`src/rtl/sum_window_accumulator_pkg.sv`:
```
// rtl/sum_window_accumulator_pkg.sv - shared FSM encodings and default widths for the window accumulator
package sum_window_accumulator_pkg;

    localparam int IN_W_DEF   = 3;
    localparam int ACC_W_DEF  = 6;
    localparam int WINDOW_DEF = 16;
    localparam int CNT_W_DEF  = 5;

    typedef enum logic [1:0] {
        ST_IDLE  = 2'd0,
        ST_ACCUM = 2'd1,
        ST_HOLD  = 2'd2
    } state_e;

endpackage

```
`src/rtl/sum_window_accumulator_if.sv`:
```
// rtl/sum_window_accumulator_if.sv - sample input and window-result handshake bundle
interface sum_window_accumulator_if #(
    parameter int IN_W  = 3,
    parameter int ACC_W = 6
);
    logic [IN_W-1:0]  in_sum;
    logic             in_valid;
    logic             in_ready;
    logic [ACC_W-1:0] acc_out;
    logic             out_valid;
    logic             out_ready;
    logic             ovf;

    modport master (
        output in_sum, in_valid, out_ready,
        input  in_ready, acc_out, out_valid, ovf
    );

    modport slave (
        input  in_sum, in_valid, out_ready,
        output in_ready, acc_out, out_valid, ovf
    );
endinterface

```
`src/rtl/sum_window_accumulator_add.sv`:
```
// rtl/sum_window_accumulator_add.sv - accumulator adder with carry-out; clamps on carry when ACC_SAT_EN is defined
module sum_acc_add #(
    parameter int IN_W  = 3,
    parameter int ACC_W = 6
) (
    input  logic [ACC_W-1:0] acc_i,
    input  logic [IN_W-1:0]  sample_i,
    output logic [ACC_W-1:0] sum_o,
    output logic             carry_o
);
    logic [ACC_W:0] wide_sum;

    assign wide_sum = {1'b0, acc_i} + {{(ACC_W+1-IN_W){1'b0}}, sample_i};
    assign carry_o  = wide_sum[ACC_W];

`ifdef ACC_SAT_EN
    assign sum_o = carry_o ? {ACC_W{1'b1}} : wide_sum[ACC_W-1:0];
`else
    assign sum_o = wide_sum[ACC_W-1:0];
`endif

endmodule

```
`src/rtl/sum_window_accumulator.sv`:
```
// rtl/sum_window_accumulator.sv - sums WINDOW accepted samples and holds the total until the sink takes it (ACC_SAT_EN selects clamping)
module sum_window_accumulator
    import sum_window_accumulator_pkg::*;
#(
    parameter int IN_W   = IN_W_DEF,
    parameter int ACC_W  = ACC_W_DEF,
    parameter int WINDOW = WINDOW_DEF,
    parameter int CNT_W  = CNT_W_DEF
) (
    input  logic clk,
    input  logic reset,
    input  logic clear,
    sum_window_accumulator_if.slave bus
);
    state_e           state_q, state_d;
    logic [ACC_W-1:0] acc_q, acc_d;
    logic [CNT_W-1:0] count_q, count_d;
    logic [ACC_W-1:0] acc_out_q, acc_out_d;
    logic             out_valid_q, out_valid_d;
    logic             ovf_q, ovf_d;

    logic             in_ready;
    logic             accept;
    logic [ACC_W-1:0] add_sum;
    logic             add_carry;

    sum_acc_add #(
        .IN_W  (IN_W),
        .ACC_W (ACC_W)
    ) u_add (
        .acc_i    (acc_q),
        .sample_i (bus.in_sum),
        .sum_o    (add_sum),
        .carry_o  (add_carry)
    );

    assign in_ready      = (state_q != ST_HOLD);
    assign accept        = bus.in_valid & in_ready;
    assign bus.in_ready  = in_ready;
    assign bus.acc_out   = acc_out_q;
    assign bus.out_valid = out_valid_q;
    assign bus.ovf       = ovf_q;

    always_ff @(posedge clk or posedge reset) begin
        if (reset) begin
            state_q     <= ST_IDLE;
            acc_q       <= '0;
            count_q     <= '0;
            acc_out_q   <= '0;
            out_valid_q <= 1'b0;
            ovf_q       <= 1'b0;
        end else begin
            state_q     <= state_d;
            acc_q       <= acc_d;
            count_q     <= count_d;
            acc_out_q   <= acc_out_d;
            out_valid_q <= out_valid_d;
            ovf_q       <= ovf_d;
        end
    end

    always_comb begin
        state_d     = state_q;
        acc_d       = acc_q;
        count_d     = count_q;
        acc_out_d   = acc_out_q;
        out_valid_d = out_valid_q;
        ovf_d       = ovf_q;

        // clear beats both handshakes; acc_out deliberately keeps the last window total
        if (clear) begin
            state_d     = ST_IDLE;
            acc_d       = '0;
            count_d     = '0;
            out_valid_d = 1'b0;
            ovf_d       = 1'b0;
        end else begin
            case (state_q)
                ST_IDLE: begin
                    if (accept) begin
                        state_d = ST_ACCUM;
                        acc_d   = ACC_W'(bus.in_sum);
                        count_d = CNT_W'(1);
                    end
                end
                ST_ACCUM: begin
                    if (accept) begin
                        ovf_d = ovf_q | add_carry;
                        if (count_q == CNT_W'(WINDOW - 1)) begin
                            state_d     = ST_HOLD;
                            acc_out_d   = add_sum;
                            out_valid_d = 1'b1;
                        end else begin
                            acc_d   = add_sum;
                            count_d = count_q + CNT_W'(1);
                        end
                    end
                end
                ST_HOLD: begin
                    if (bus.out_ready) begin
                        state_d     = ST_IDLE;
                        acc_d       = '0;
                        count_d     = '0;
                        out_valid_d = 1'b0;
                        ovf_d       = 1'b0;
                    end
                end
                default: begin
                    state_d = ST_IDLE;
                end
            endcase
        end
    end

endmodule

```
`src/flat_wrapper.sv`:
```
// flat-port wrapper written by rule: the top's interface ports become plain ports
module sum_window_accumulator_flat import sum_window_accumulator_pkg::*;
#(
    parameter int IN_W   = IN_W_DEF,
    parameter int ACC_W  = ACC_W_DEF,
    parameter int WINDOW = WINDOW_DEF,
    parameter int CNT_W  = CNT_W_DEF
)
  (clk, reset, clear, bus_in_sum, bus_in_valid, bus_out_ready, bus_in_ready, bus_acc_out, bus_out_valid, bus_ovf);
  sum_window_accumulator_if #(.IN_W(IN_W), .ACC_W(ACC_W)) bus_i ();
  input  logic clk;
  input  logic reset;
  input  logic clear;
  input wire logic [$bits(bus_i.in_sum)-1:0] bus_in_sum;
  input wire logic [$bits(bus_i.in_valid)-1:0] bus_in_valid;
  input wire logic [$bits(bus_i.out_ready)-1:0] bus_out_ready;
  output wire logic [$bits(bus_i.in_ready)-1:0] bus_in_ready;
  output wire logic [$bits(bus_i.acc_out)-1:0] bus_acc_out;
  output wire logic [$bits(bus_i.out_valid)-1:0] bus_out_valid;
  output wire logic [$bits(bus_i.ovf)-1:0] bus_ovf;
  assign bus_i.in_sum = bus_in_sum;
  assign bus_i.in_valid = bus_in_valid;
  assign bus_i.out_ready = bus_out_ready;
  assign bus_in_ready = bus_i.in_ready;
  assign bus_acc_out = bus_i.acc_out;
  assign bus_out_valid = bus_i.out_valid;
  assign bus_ovf = bus_i.ovf;
  sum_window_accumulator #(.IN_W(IN_W), .ACC_W(ACC_W), .WINDOW(WINDOW), .CNT_W(CNT_W)) u_core (.clk(clk), .reset(reset), .clear(clear), .bus(bus_i));
endmodule
```
`config.mk`:
```
export PLATFORM = sky130hd
export DESIGN_NAME = sum_window_accumulator_flat
export DESIGN_NICKNAME = d
export VERILOG_FILES = /design/src/rtl/sum_window_accumulator_pkg.sv /design/src/rtl/sum_window_accumulator_if.sv /design/src/rtl/sum_window_accumulator_add.sv /design/src/rtl/sum_window_accumulator.sv /design/src/flat_wrapper.sv
export SDC_FILE = /design/constraint.sdc
export NUM_CORES = 1
export LEC_CHECK = 0
export BUFFER_PORTS_ARGS = -buffer_cell sky130_fd_sc_hd__buf_4
export CAP_MARGIN = 5
export CORE_ASPECT_RATIO = 1.75
export CORE_MARGIN = 5
export CORE_UTILIZATION = 57
export CTS_CLUSTER_SIZE = 8
export DETAILED_ROUTE_END_ITERATION = 16
export PLACE_DENSITY = 0.79
export SETUP_SLACK_MARGIN = 0.3
export SLEW_MARGIN = 20
export SYNTH_ARGS = -nofsm -noshare
export SYNTH_HDL_FRONTEND = slang
export SYNTH_SLANG_ARGS = --single-unit
export TNS_END_PERCENT = 30
```
`constraint.sdc`:
```
create_clock -name clk -period 2.9 [get_ports clk]
set_input_delay 0 -clock clk [delete_from_list [all_inputs] [get_ports clk]]
set_output_delay 0 -clock clk [all_outputs]
set_load 0.01 [all_outputs]
```
Yosys cells after proc, flatten, opt, wreduce, memory -nomap -nowiden

Index checks and enable logic that the tools add are counted.

Add/sub/neg operators: 2
Equal/unequal tests: 9
Multiplexer cells: 26
Bitwise operators: 3
Reduce and logical (&&, ||, !) cells: 8

Operator list:

| operator            | count |
|---|---|
| $mux 6              | 5 |
| $mux 5              | 5 |
| $pmux 6 s3          | 1 |
| $pmux 5 s3          | 1 |
| $reduce_and 4->1    | 3 |
| $mux 2              | 5 |
| $ne 3x2->1 const B  | 3 |
| $add 6x3->7         | 1 |
| $mux 1              | 6 |
| $ne 3x3->1 const B  | 2 |
| $pmux 2 s3          | 1 |
| $add 5x1->5 const B | 1 |
| $eq 5x4->1 const B  | 1 |
| $reduce_and 5->1    | 1 |
| $pmux 1 s2          | 2 |
| $reduce_bool 4->1   | 1 |
| $reduce_and 3->1    | 1 |
| $reduce_bool 3->1   | 1 |
| $eq 2x1->1 const B  | 1 |
| $eq 2x2->1 const B  | 1 |
| $logic_not 2->1     | 1 |
| $ne 2x2->1 const B  | 1 |
| $and 1x1->1         | 1 |
| $not 1->1           | 1 |
| $or 1x1->1          | 1 |

Bits in registers: 21
Input port bits: 8
Output and inout port bits: 9
Word-level logic and storage cells: 54

Logic depth before layout (Yosys ltp)

Gate-level depths: netlist of the first run.

Depth in word-level cells: 5
Depth in mapped cells: 8
Mapped depth without buffers: 7

Modules after synthesis

Synthesis of the first run repeated with hierarchy kept, for this count alone.

Cells, all modules: 126
Area total of the unflattened synthesis: 1311.3 um^2

Modules (own cells, without submodules):

| module                 | instances | cells each | area each (um^2) | seq. area each (um^2) |
|---|---|---|---|---|
| sum_window_accumulator | 1         | 106        | 1147.4           | 525.5 |
| sum_acc_add            | 1         | 20         | 163.9            | 0.0 |

Worst setup path after synthesis of the first run

Ideal clock, no wire load.

Kind: register to register
From: register u_core.count_q[0]
To: register u_core.acc_q[5]
Library setup time: 0.121 ns
Arrival time: 1.934 ns
Required time: 2.779 ns
Setup slack: 0.845 ns
Cell stages (with the launch flop): 9
Buffers on the path: 1
Period minus slack after synthesis: 2.055 ns
Cells stage by stage: dfrtp_1 ha_1 and3_1 ha_1 clkbuf_1 nand3b_4 o41ai_4 or3b_1 a22o_1

Word-level cells in the longest chain between the ends: 3

Ends and longest elaborated chain:

| what                              | RTL line                     | RTL |
|---|---|---|
| start: declaration                | sum_window_accumulator.sv:17 | `logic [CNT_W-1:0] count_q, count_d;` |
| start signal: assignment          | sum_window_accumulator.sv:55 | `count_q <= count_d;` |
| $eq 5x4->1                        | sum_window_accumulator.sv:89 | `if (count_q == CNT_W'(WINDOW - 1)) begin` |
| $ne 3x3->1 (no source line)       | n/a                          |  |
| $reduce_and 5->1 (no source line) | n/a                          |  |
| end signal: assignment            | sum_window_accumulator.sv:47 | `acc_q <= '0;` |
| end signal: assignment            | sum_window_accumulator.sv:54 | `acc_q <= acc_d;` |
| end: declaration                  | sum_window_accumulator.sv:16 | `logic [ACC_W-1:0] acc_q, acc_d;` |

No other way between the ends.
A chain may end at the register's enable or synchronous reset.

Worst setup path after layout of the first run

From: register u_core.state_q[1]
To: register u_core.acc_q[1]

Word-level cells in the longest chain between the ends: 4
Elaborated cells between the ends (all ways): 13
Those cells by class: 7 x eq/ne; 2 x mux; 1 x bitwise; 3 x reduce/logical

Ends and longest elaborated chain:

| what                              | RTL line                     | RTL |
|---|---|---|
| start: declaration                | sum_window_accumulator.sv:15 | `state_e state_q, state_d;` |
| start signal: assignment          | sum_window_accumulator.sv:53 | `state_q <= state_d;` |
| $ne 2x2->1                        | sum_window_accumulator.sv:37 | `assign in_ready = (state_q != ST_HOLD);` |
| $and 1x1->1                       | sum_window_accumulator.sv:38 | `assign accept = bus.in_valid & in_ready;` |
| $ne 3x2->1 (no source line)       | n/a                          |  |
| $reduce_and 5->1 (no source line) | n/a                          |  |

Parallel ways exist; a longest one is shown, timed or not.

==> flow_summary.yaml, run 1 <==
worst_setup_path:
  critical_path_buf_inv_count: 1
  worstRegToRegCells: 6
  crit_slowest_cell: "a211oi_4"
  cp-end-kind: "flop"
  path_cells: "inv_1, ha_1, nor2_1, a211oi_4, nor2_4, mux2_4"
  r2r-start: "u_core.state_q[1]"
  crit_path_max_fanout: 11
  cp_top_family: "compound AO/OA/AOI/OAI gates"
  cp-startpoint: "u_core.state_q[1]"
  cp-endpoint: "u_core.acc_q[1]"
  critPathKind: "reg2reg"
  required_ns: 3.05
  worstReg2RegEnd: "u_core.acc_q[1]"
  cp.depth: 6
  start_kind: "flop"
  max_stage_delay_ns: 0.49
  rrSetupSlack_ns: 0.71
  arrival_ns: 2.34
clocking:
  clockRootBuffer: "clkbuf_8"
  clock_path_buffers: 2
  ctsHoldBuffers: 1
  clock_sinks: 21
  cts_tree: "yes"
  htree_num_levels: 1
  clk_pin_slew_ns: 0.08
  cts_buffers: 3
  cts-resized-gates: 0
  insertion_delay_ns: 0.26
  postCtsSetupBuffers: 0
floorplanning:
  coreArea_um2: 2270
  dieArea_um2: 3460
  num_io_pins: 17
  die_x_um: 46.7
  start_util_pct: 59.1
  rows: 23
  die_h_um: 74.2
timing:
  finalMaxSlewViolations: 0
  worst_slack_ns: 0.707
  relSlewSlack_pct: 47.6
  max_freq_mhz: 456
  setup_viol: 0
  post-route-period-util_pct: 75.6
  tightest_slew_ns: 0.785
  rsz0062_at_grt: "no"
  fin_setup_tns_ns: 0
  hold_violations: 0
  fin_crit_ns: 2.19
  skew_ns: 0.00434
cells_and_area:
  n_antenna_cell: 0
  drive_gt1_share_pct: 21.2
  final_area_um2: 1520
  fin_cells: 171
  nets: 165
  ff_latch_area_um2: 526
  multi_input_area_um2: 761
  syn2layout_area_growth_pct: 13.2
  fin_util_pct: 66.9
  fillCellCount: 191
grt:
  grt-ovfl-total: 0
  grt_pass1_wl_um: 5150
  grt_pass1_vias: 1133
  grt_max_degree: 22
  grt_usage_pct: 20.0
  antenna_found_initial: 0
place:
  dpl.hpwl_um: 2150
  postPlaceCellArea_um2: 1460
  gp_congestion: 0.837
  io_buffers: 16
  dpl_worst_slack_ns: 0.727
  dp_cells: 166
logic_synthesis:
  ys_top_cells_by_area: "dfrtp_1 (39%), ha_1 (8.4%), mux2_4 (3.4%), a22o_1 (3.3%), o21ai_0 (3.0%)"
  synthFlopType: "dfrtp_1"
  yosys.area.top_type: "dfrtp_1"
  ys_types: 43
  synthArstFlopShare_pct: 100
  syn_inst: 129
  synth-edff-count: 0
  synth_sequential_area_ratio_pct: 39.1
  avgSynthCellArea_um2: 10.4
  synth_area_um2: 1340
  synth_most_common_cell: "dfrtp_1"
  syn-num-nets: 147
  synth_common_cells: "dfrtp_1 (21), nand2_1 (10), ha_1 (9)"
  synth_top_area_share_pct: 39.1
  yosys_warnings: 0
  ys_seq_elements: 21
hold_path:
  worstHoldPathType: "in2reg"
  worst_hold_startpoint: "clear"
power:
  static-leakage-power_nw: 0.781
  irDropWorstVdd_uv: 329
  power.density_nw_per_um2: 438
routing:
  drc: 0
  vias: 1032
  post_drt_via_cell_ratio: 6.04
  ant_nets: 0
  routed_wirelength_um: 2800
  drt_first_pass_iters: 4
  wire_per_inst_um: 16.4
  dr.first_iter.drc_count: 19
run:
  drv_cap: 0
run_status:
  status: "finished clean"
## logic make-up (layout without fill, tap and decap cells)
kind of cell / after synthesis / after routing / synth area share, %
simple gates: 40 / 40 / 17.2
compound gates: 39 / 39 / 22.6
flops: 21 / 21 / 39.1
buf+inv: 11 / 28 / 4.19
fa+ha+maj: 10 / 10 / 9.88
mux: 5 / 5 / 5.03
xor+xnor: 3 / 3 / 1.96
## worst min-delay path by stage
stage,cells after the start,to
floorplan,1,u_core.acc_q[0]
global placement,2,u_core.state_q[0]
detailed placement,2,u_core.state_q[0]
CTS,2,u_core.state_q[0]
global route,2,u_core.state_q[0]
finish,2,u_core.state_q[0]
## power breakdown
group | internal, mW | switching, mW
combinational | 0.0683 | 0.0907
sequential | 0.304 | 0.0105
clock | 0.0957 | 0.0960
total | 0.468 | 0.197
## worst reg2reg max path: cells and delay by family, from the launching register on
| family | cells | cell delay, ns |
|---|---|---|
| AOI/OAI and AO/OA | 1 | 0.49 |
| adders and majority gates | 1 | 0.46 |
| DFF | 1 | 0.40 |
| and+or+nand+nor | 2 | 0.30 |
| muxes | 1 | 0.32 |
| buffers and inverters | 1 | 0.11 |
## flip-flops by register name, indices dropped and copies added (netlist names)
register / flops
u_core.state_q: 2
u_core.bus.ovf: 1
u_core.bus.out_valid: 1
u_core.count_q: 5
u_core.bus.acc_out: 6
u_core.acc_q: 6
## routing by layer
layer / up-vias / routed length, um / track usage, % / part of all wire [%]
met5: - / 0 / 0 / 0
met4: 0 / 57 / 7.38 / 2.0
met3: 8 / 126 / 2.91 / 4.5
met2: 25 / 1510 / 35.1 / 54
met1: 498 / 1110 / 24.0 / 39
li1: 501 / - / - / -
## area by class of cell
cell class,count,area share (%)
timing repair buffer,17,8.56
inverter,7,1.73
tap,25,2.06
clock buffer,3,2.72
clock inverter,1,0.329
sequential,21,34.6
multi-input combinational,97,50.0
## cells in the final DEF (no fill, tap or decap), types with 3 or more instances in the layout
| cell | instances |
|---|---|
| nand2_1 | 10 |
| dfrtp_1 | 21 |
| inv_1 | 7 |
| clkbuf_8 | 3 |
| buf_4 | 16 |
| o21ai_0 | 8 |
| a22o_1 | 5 |
| nor3_1 | 5 |
| a21o_1 | 5 |
| ha_1 | 9 |
| nor2_1 | 7 |
| nand2b_1 | 3 |
| a21oi_1 | 4 |
| mux2_4 | 3 |
| o21a_1 | 3 |
| o31ai_1 | 3 |
## through the flow
stage / power [mW] / hold WS, ns
2_1_floorplan: 0.441 / -0.0235
3_3_place_gp: 0.471 / 0.188
3_5_place_dp: 0.478 / 0.214
4_1_cts: 0.668 / 0.0120
5_1_grt: 0.701 / 0.0275
6_report: 0.665 / 0.0110
No activity file was read; power rests on OpenSTA's default activity.
==> run 2: changes to the inputs <==
- ABC_AREA: default -> 1
- clock period: 2.9 -> 2.2 ns (I/O delays scaled with it)
==> flow_summary.yaml, run 2 <==
run_status:
  status: "finished clean"
logic_synthesis:
  syn-num-nets: 191
  syn_inst: 173
  synth_top_family_by_area: "simple AND/OR/NAND/NOR gates"
  synth_compound_area_share_pct: 3.87
  ys_types: 23
  synth_common_cells: "nand2_1 (52), dfrtp_1 (21), nand3_1 (18)"
  synth-edff-count: 0
  ys_seq_elements: 21
  synth_most_common_cell: "nand2_1"
  synth_top_area_share_pct: 38.7
  synth_area_um2: 1360
  yosys.area_share.adder_pct: 9.77
  synthMuxAreaShare_pct: 0
  yosys.area.top_type: "dfrtp_1"
  yosys_warnings: 0
  synth_sequential_area_ratio_pct: 38.7
  synth_xor_area_share_pct: 0.645
  synthArstFlopShare_pct: 100
  avgSynthCellArea_um2: 7.85
  synth-simple-area-share_pct: 39.3
  ys_top_cells_by_area: "dfrtp_1 (39%), nand2_1 (14%), ha_1 (8.3%), nand2_2 (7.4%), nand3_1 (6.6%)"
  synthFlopType: "dfrtp_1"
floorplanning:
  start_util_pct: 59.0
  coreArea_um2: 2300
  die_x_um: 46.9
  die_h_um: 74.6
  num_io_pins: 17
  rows: 23
  dieArea_um2: 3500
cells_and_area:
  final_area_um2: 1540
  fillCellCount: 192
  nets: 212
  syn2layout_area_growth_pct: 13.3
  n_antenna_cell: 0
  drive_gt1_share_pct: 25.4
  final_cell_mix: "nand2_1 (52), dfrtp_1 (21), nand3_1 (18), buf_4 (18), nand2_2 (16)"
  layout_commonest_cell: "nand2_1"
worst_setup_path:
  critPathKind: "reg2reg"
  cp-end-kind: "flop"
  start_kind: "flop"
  required_ns: 2.40
  crit_path_max_fanout: 7
  arrival_ns: 1.94
routing:
  dr.first_iter.drc_count: 35
  drc: 0
  wire_per_inst_um: 13.7
  vias: 1173
  routed_wirelength_um: 2980
  drt_first_pass_iters: 4
  ant_nets: 0
  post_drt_via_cell_ratio: 5.38
timing:
  skew_ns: 0.00359
  fin_crit_ns: 1.73
  fin_setup_tns_ns: 0
  finalMaxSlewViolations: 0
  worst_slack_ns: 0.467
  max_freq_mhz: 577
  rsz0062_at_grt: "no"
  relSlewSlack_pct: 48.8
  hold_violations: 0
  post-route-period-util_pct: 78.8
  setup_viol: 0
  tightest_slew_ns: 0.767
place:
  postPlaceCellArea_um2: 1470
  dpl_worst_slack_ns: 0.361
  dpl.hpwl_um: 2360
  io_buffers: 16
  gp_congestion: 0.873
grt:
  grt_max_degree: 22
  grt_pass1_vias: 1249
  antenna_found_initial: 0
  grt_pass1_wl_um: 5110
  grt_usage_pct: 20.0
  grt-ovfl-total: 0
clocking:
  clockRootBuffer: "clkbuf_8"
  clock_path_buffers: 2
  cts-resized-gates: 0
  insertion_delay_ns: 0.26
  cts_buffers: 3
  clk_pin_slew_ns: 0.08
  cts_tree: "yes"
  htree_num_levels: 1
  clock_sinks: 21
power:
  power.density_nw_per_um2: 804
  pwr-share-seq_pct: 38.1
  clkPwrFrac_pct: 20.3
  power_switching_mw: 0.495
  p_int_mw: 0.741
  static-leakage-power_nw: 0.838
  irDropWorstVdd_uv: 439
  combPwrFrac_pct: 41.5
  switching_share_pct: 40.1
hold_path:
  worstHoldPathType: "in2reg"
run:
  drv_cap: 0
-- run 2: cells by family (layout without fill, tap and decap cells) --
kind of cell,after synthesis,in the layout
and+or+nand+nor,112,112
DFF,21,21
buffers and inverters,19,39
adders and majority gates,10,10
AOI/OAI and AO/OA,10,10
xor gates and xnor gates,1,1
-- run 2: area by class of cell --
class / count / area [um^2] / share of cell area (%)
Clock buffer: 3 / 41.3 / 2.69
Clock inverter: 1 / 5.00 / 0.325
Inverter: 16 / 62.6 / 4.07
Multi-Input combinational cell: 133 / 727 / 47.3
Sequential cell: 21 / 526 / 34.2
Tap cell: 25 / 31.3 / 2.03
Timing Repair Buffer: 19 / 145 / 9.44
-- run 2: power groups by stage --
stage / combinational (mW) / sequential [mW] / clock, mW
global placement: 0.466 / 0.476 / 0
detailed placement: 0.485 / 0.477 / 0
finish: 0.514 / 0.471 / 0.251
CTS: 0.490 / 0.470 / 0.258
global route: 0.587 / 0.478 / 0.273
floorplan: 0.436 / 0.469 / 0
-- run 2: timing repair --
| item | 4_1_cts | 5_1_grt |
|---|---|---|
| hold buffers | 1 | 0 |
| hold endpoints to repair | 21 | 0 |
| buffers inserted | 0 | 2 |
| setup endpoints to repair | 0 | 11 |
-- run 2: worst max-delay path, stage by stage, from the launching register on --
cell	delay, ns
dfrtp_1	0.43
ha_1	0.23
nand2_1	0.10
nor2_1	0.05
ha_1	0.20
nand2_2	0.11
nand2_2	0.07
nor2_4	0.18
buf_4	0.16
nand3_1	0.07
nand2_2	0.07
-- run 2: metrics by stage --
step / cells / power [mW] / util (%) / hold slack [ns]
final: 218 / 1.24 / 66.8 / 0.0907
after global routing: 218 / 1.34 / 66.8 / 0.0941
after CTS: 216 / 1.22 / 66.1 / 0.0823
after detailed placement: 211 / 0.962 / 63.7 / 0.191
after global placement: 211 / 0.943 / 63.7 / 0.176
after floorplan: 173 / 0.905 / - / -0.0235
-- run 2: worst paths after layout --
kind | from | to | slack (ns) | cells past startpoint
min reg2reg | u_core.bus.acc_out[0] | u_core.bus.acc_out[0] | 0.48 | 2
min in group asynchronous | reset | u_core.bus.acc_out[4] | 0.44 | 3
max reg2reg | u_core.count_q[0] | u_core.acc_q[3] | 0.47 | 10
min | clear | u_core.acc_q[0] | 0.09 | 4
max in group asynchronous | reset | u_core.count_q[3] | 1.28 | 3
max | u_core.count_q[0] | u_core.acc_q[3] | 0.47 | 10
-- run 2: layer usage --
layer / vias to the layer above / share of wire (%) / global-route usage [%] / wire length [um]
met3: 4 / 2.9 / 2.66 / 85
met5: - / 0 / 0 / 0
met1: 552 / 41 / 21.8 / 1210
li1: 590 / - / - / -
met4: 0 / 1.2 / 8.31 / 35
met2: 27 / 55 / 36.8 / 1650
==> run 3: changes to the inputs <==
- clock period: 2.2 -> 1.6 ns (I/O delays scaled with it)
==> flow_summary.yaml, run 3 (same netlist as run 2, synthesis figures left out) <==
run_status:
  status: "finished with violations"
  violations: "setup timing"
cells_and_area:
  layout_commonest_cell: "nand2_1"
  fillCellCount: 151
  final_area_um2: 1810
  syn2layout_area_growth_pct: 33.6
  n_antenna_cell: 0
  ff_latch_area_um2: 526
  multi_input_area_um2: 851
  nets: 228
  final_cell_mix: "nand2_1 (50), buf_4 (27), dfrtp_1 (21)"
  drive_gt1_share_pct: 40.7
worst_setup_path:
  rrSetupSlack_ns: -0.08
  start_kind: "flop"
  cp-startpoint: "u_core.state_q[0]"
  crit_path_frequent_cell: "inv_2"
  path_cells: "inv_2, ha_4, inv_2, nand2_4, nand3_2, nand3_4, nor2_4, buf_6, buf_12, nand3b_1, nand2_1"
  r2r-start: "u_core.state_q[0]"
  max_stage_delay_ns: 0.44
  cp-endpoint: "u_core.count_q[4]"
  crit_path_max_fanout: 8
  crit_slowest_cell: "dfrtp_1"
  arrival_ns: 1.88
  cp-end-kind: "flop"
  required_ns: 1.80
  critPathKind: "reg2reg"
  worstRegToRegCells: 11
  worstReg2RegEnd: "u_core.count_q[4]"
timing:
  max_freq_mhz: 597
  finalMaxSlewViolations: 0
  holdWs_ns: 0.0960
  skew_ns: 0.00453
  fin_setup_tns_ns: -0.613
  relSlewSlack_pct: 80.7
  tightest_slew_ns: 0.289
  fin_crit_ns: 1.68
  hold_violations: 0
  rsz0062_at_grt: "yes"
  setup_viol: 11
  worst_slack_ns: -0.0762
  post-route-period-util_pct: 105
power:
  static-leakage-power_nw: 0.952
  irDropWorstVdd_uv: 1160
  power_mw: 2.12
  power.density_nw_per_um2: 1170
floorplanning:
  coreArea_um2: 2300
  dieArea_um2: 3500
  num_io_pins: 17
  start_util_pct: 59.0
  rows: 23
  die_x_um: 46.9
  die_h_um: 74.6
grt:
  antenna_found_initial: 0
  grt_pass1_wl_um: 5550
  grt_usage_pct: 22.0
  grt_max_degree: 22
  grt-ovfl-total: 0
  grt_pass1_vias: 1293
clocking:
  clockRootBuffer: "clkbuf_8"
  clk_pin_slew_ns: 0.08
  clock_sinks: 21
  htree_num_levels: 1
  cts_buffers: 3
  clock_path_buffers: 2
  cts_tree: "yes"
  insertion_delay_ns: 0.26
place:
  dpl.hpwl_um: 2470
  gp_congestion: 0.866
  io_buffers: 16
  postPlaceCellArea_um2: 1550
  dpl_worst_slack_ns: -0.0312
routing:
  routed_wirelength_um: 3660
  ant_nets: 0
  drt_first_pass_iters: 4
  vias: 1294
  drc: 0
  wire_per_inst_um: 15.6
  dr.first_iter.drc_count: 72
  post_drt_via_cell_ratio: 5.53
hold_path:
  worstHoldPathType: "in2reg"
run:
  drv_cap: 0
==> run 3: worst min-delay path by stage <==
stage / slack (ns) / cells after the start / start / end
floorplan: -0.02 / 1 / reset / u_core.acc_q[0]
finish: 0.1 / 4 / clear / u_core.count_q[2]
CTS: 0.09 / 4 / clear / u_core.acc_q[0]
global route: 0.11 / 4 / clear / u_core.acc_q[0]
global placement: 0.05 / 3 / reset / u_core.bus.acc_out[4]
detailed placement: 0.05 / 3 / reset / u_core.acc_q[5]
==> run 3: per-stage QoR <==
step | instances | util [%]
after floorplan | 173 | -
after CTS | 228 | 73.3
after global routing | 234 | 78.8
after detailed placement | 220 | 67.5
after global placement | 220 | 67.5
final | 234 | 78.8
==> run 3: power by group <==
group / leakage [nW] / switching, mW / internal [mW]
logic: 0.638 / 0.611 / 0.492
registers: 0.288 / 0.0684 / 0.588
clock network: 0.0255 / 0.183 / 0.174
==> run 3: layout make-up <==
| class | count | share of cell area, % |
|---|---|---|
| clock buffers | 3 | 2.28 |
| flip-flops and latches | 21 | 29.0 |
| repair inverters | 1 | 0.345 |
| well taps | 25 | 1.72 |
| clock inverters | 1 | 0.276 |
| multi-input cells | 133 | 46.9 |
| repair buffers | 34 | 15.9 |
| inverters | 16 | 3.59 |
==> run 3: what timing repair did <==
item	in CTS	in global routing
setup buffers	3	5
hold buffers	1	0
pin swaps	4	14
gates cloned	0	1
gates resized for setup	15	19
hold endpoints to repair	21	0
endpoints found under the setup margin	21	21
==> run 3: metal layers <==
layer / share of wire (%) / GRT usage (%)
met1: 38 / 24.1
met2: 53 / 41.0
met3: 4.3 / 2.66
met4: 4.4 / 7.69
met5: 0 / 0
==> run 3: critical path: cells and delay by family, from the launching register on <==
family / cells / cell delay [ns]
adders and majority gates: 1 / 0.18
buffers and inverters: 4 / 0.41
DFF: 1 / 0.44
and+or+nand+nor: 6 / 0.57
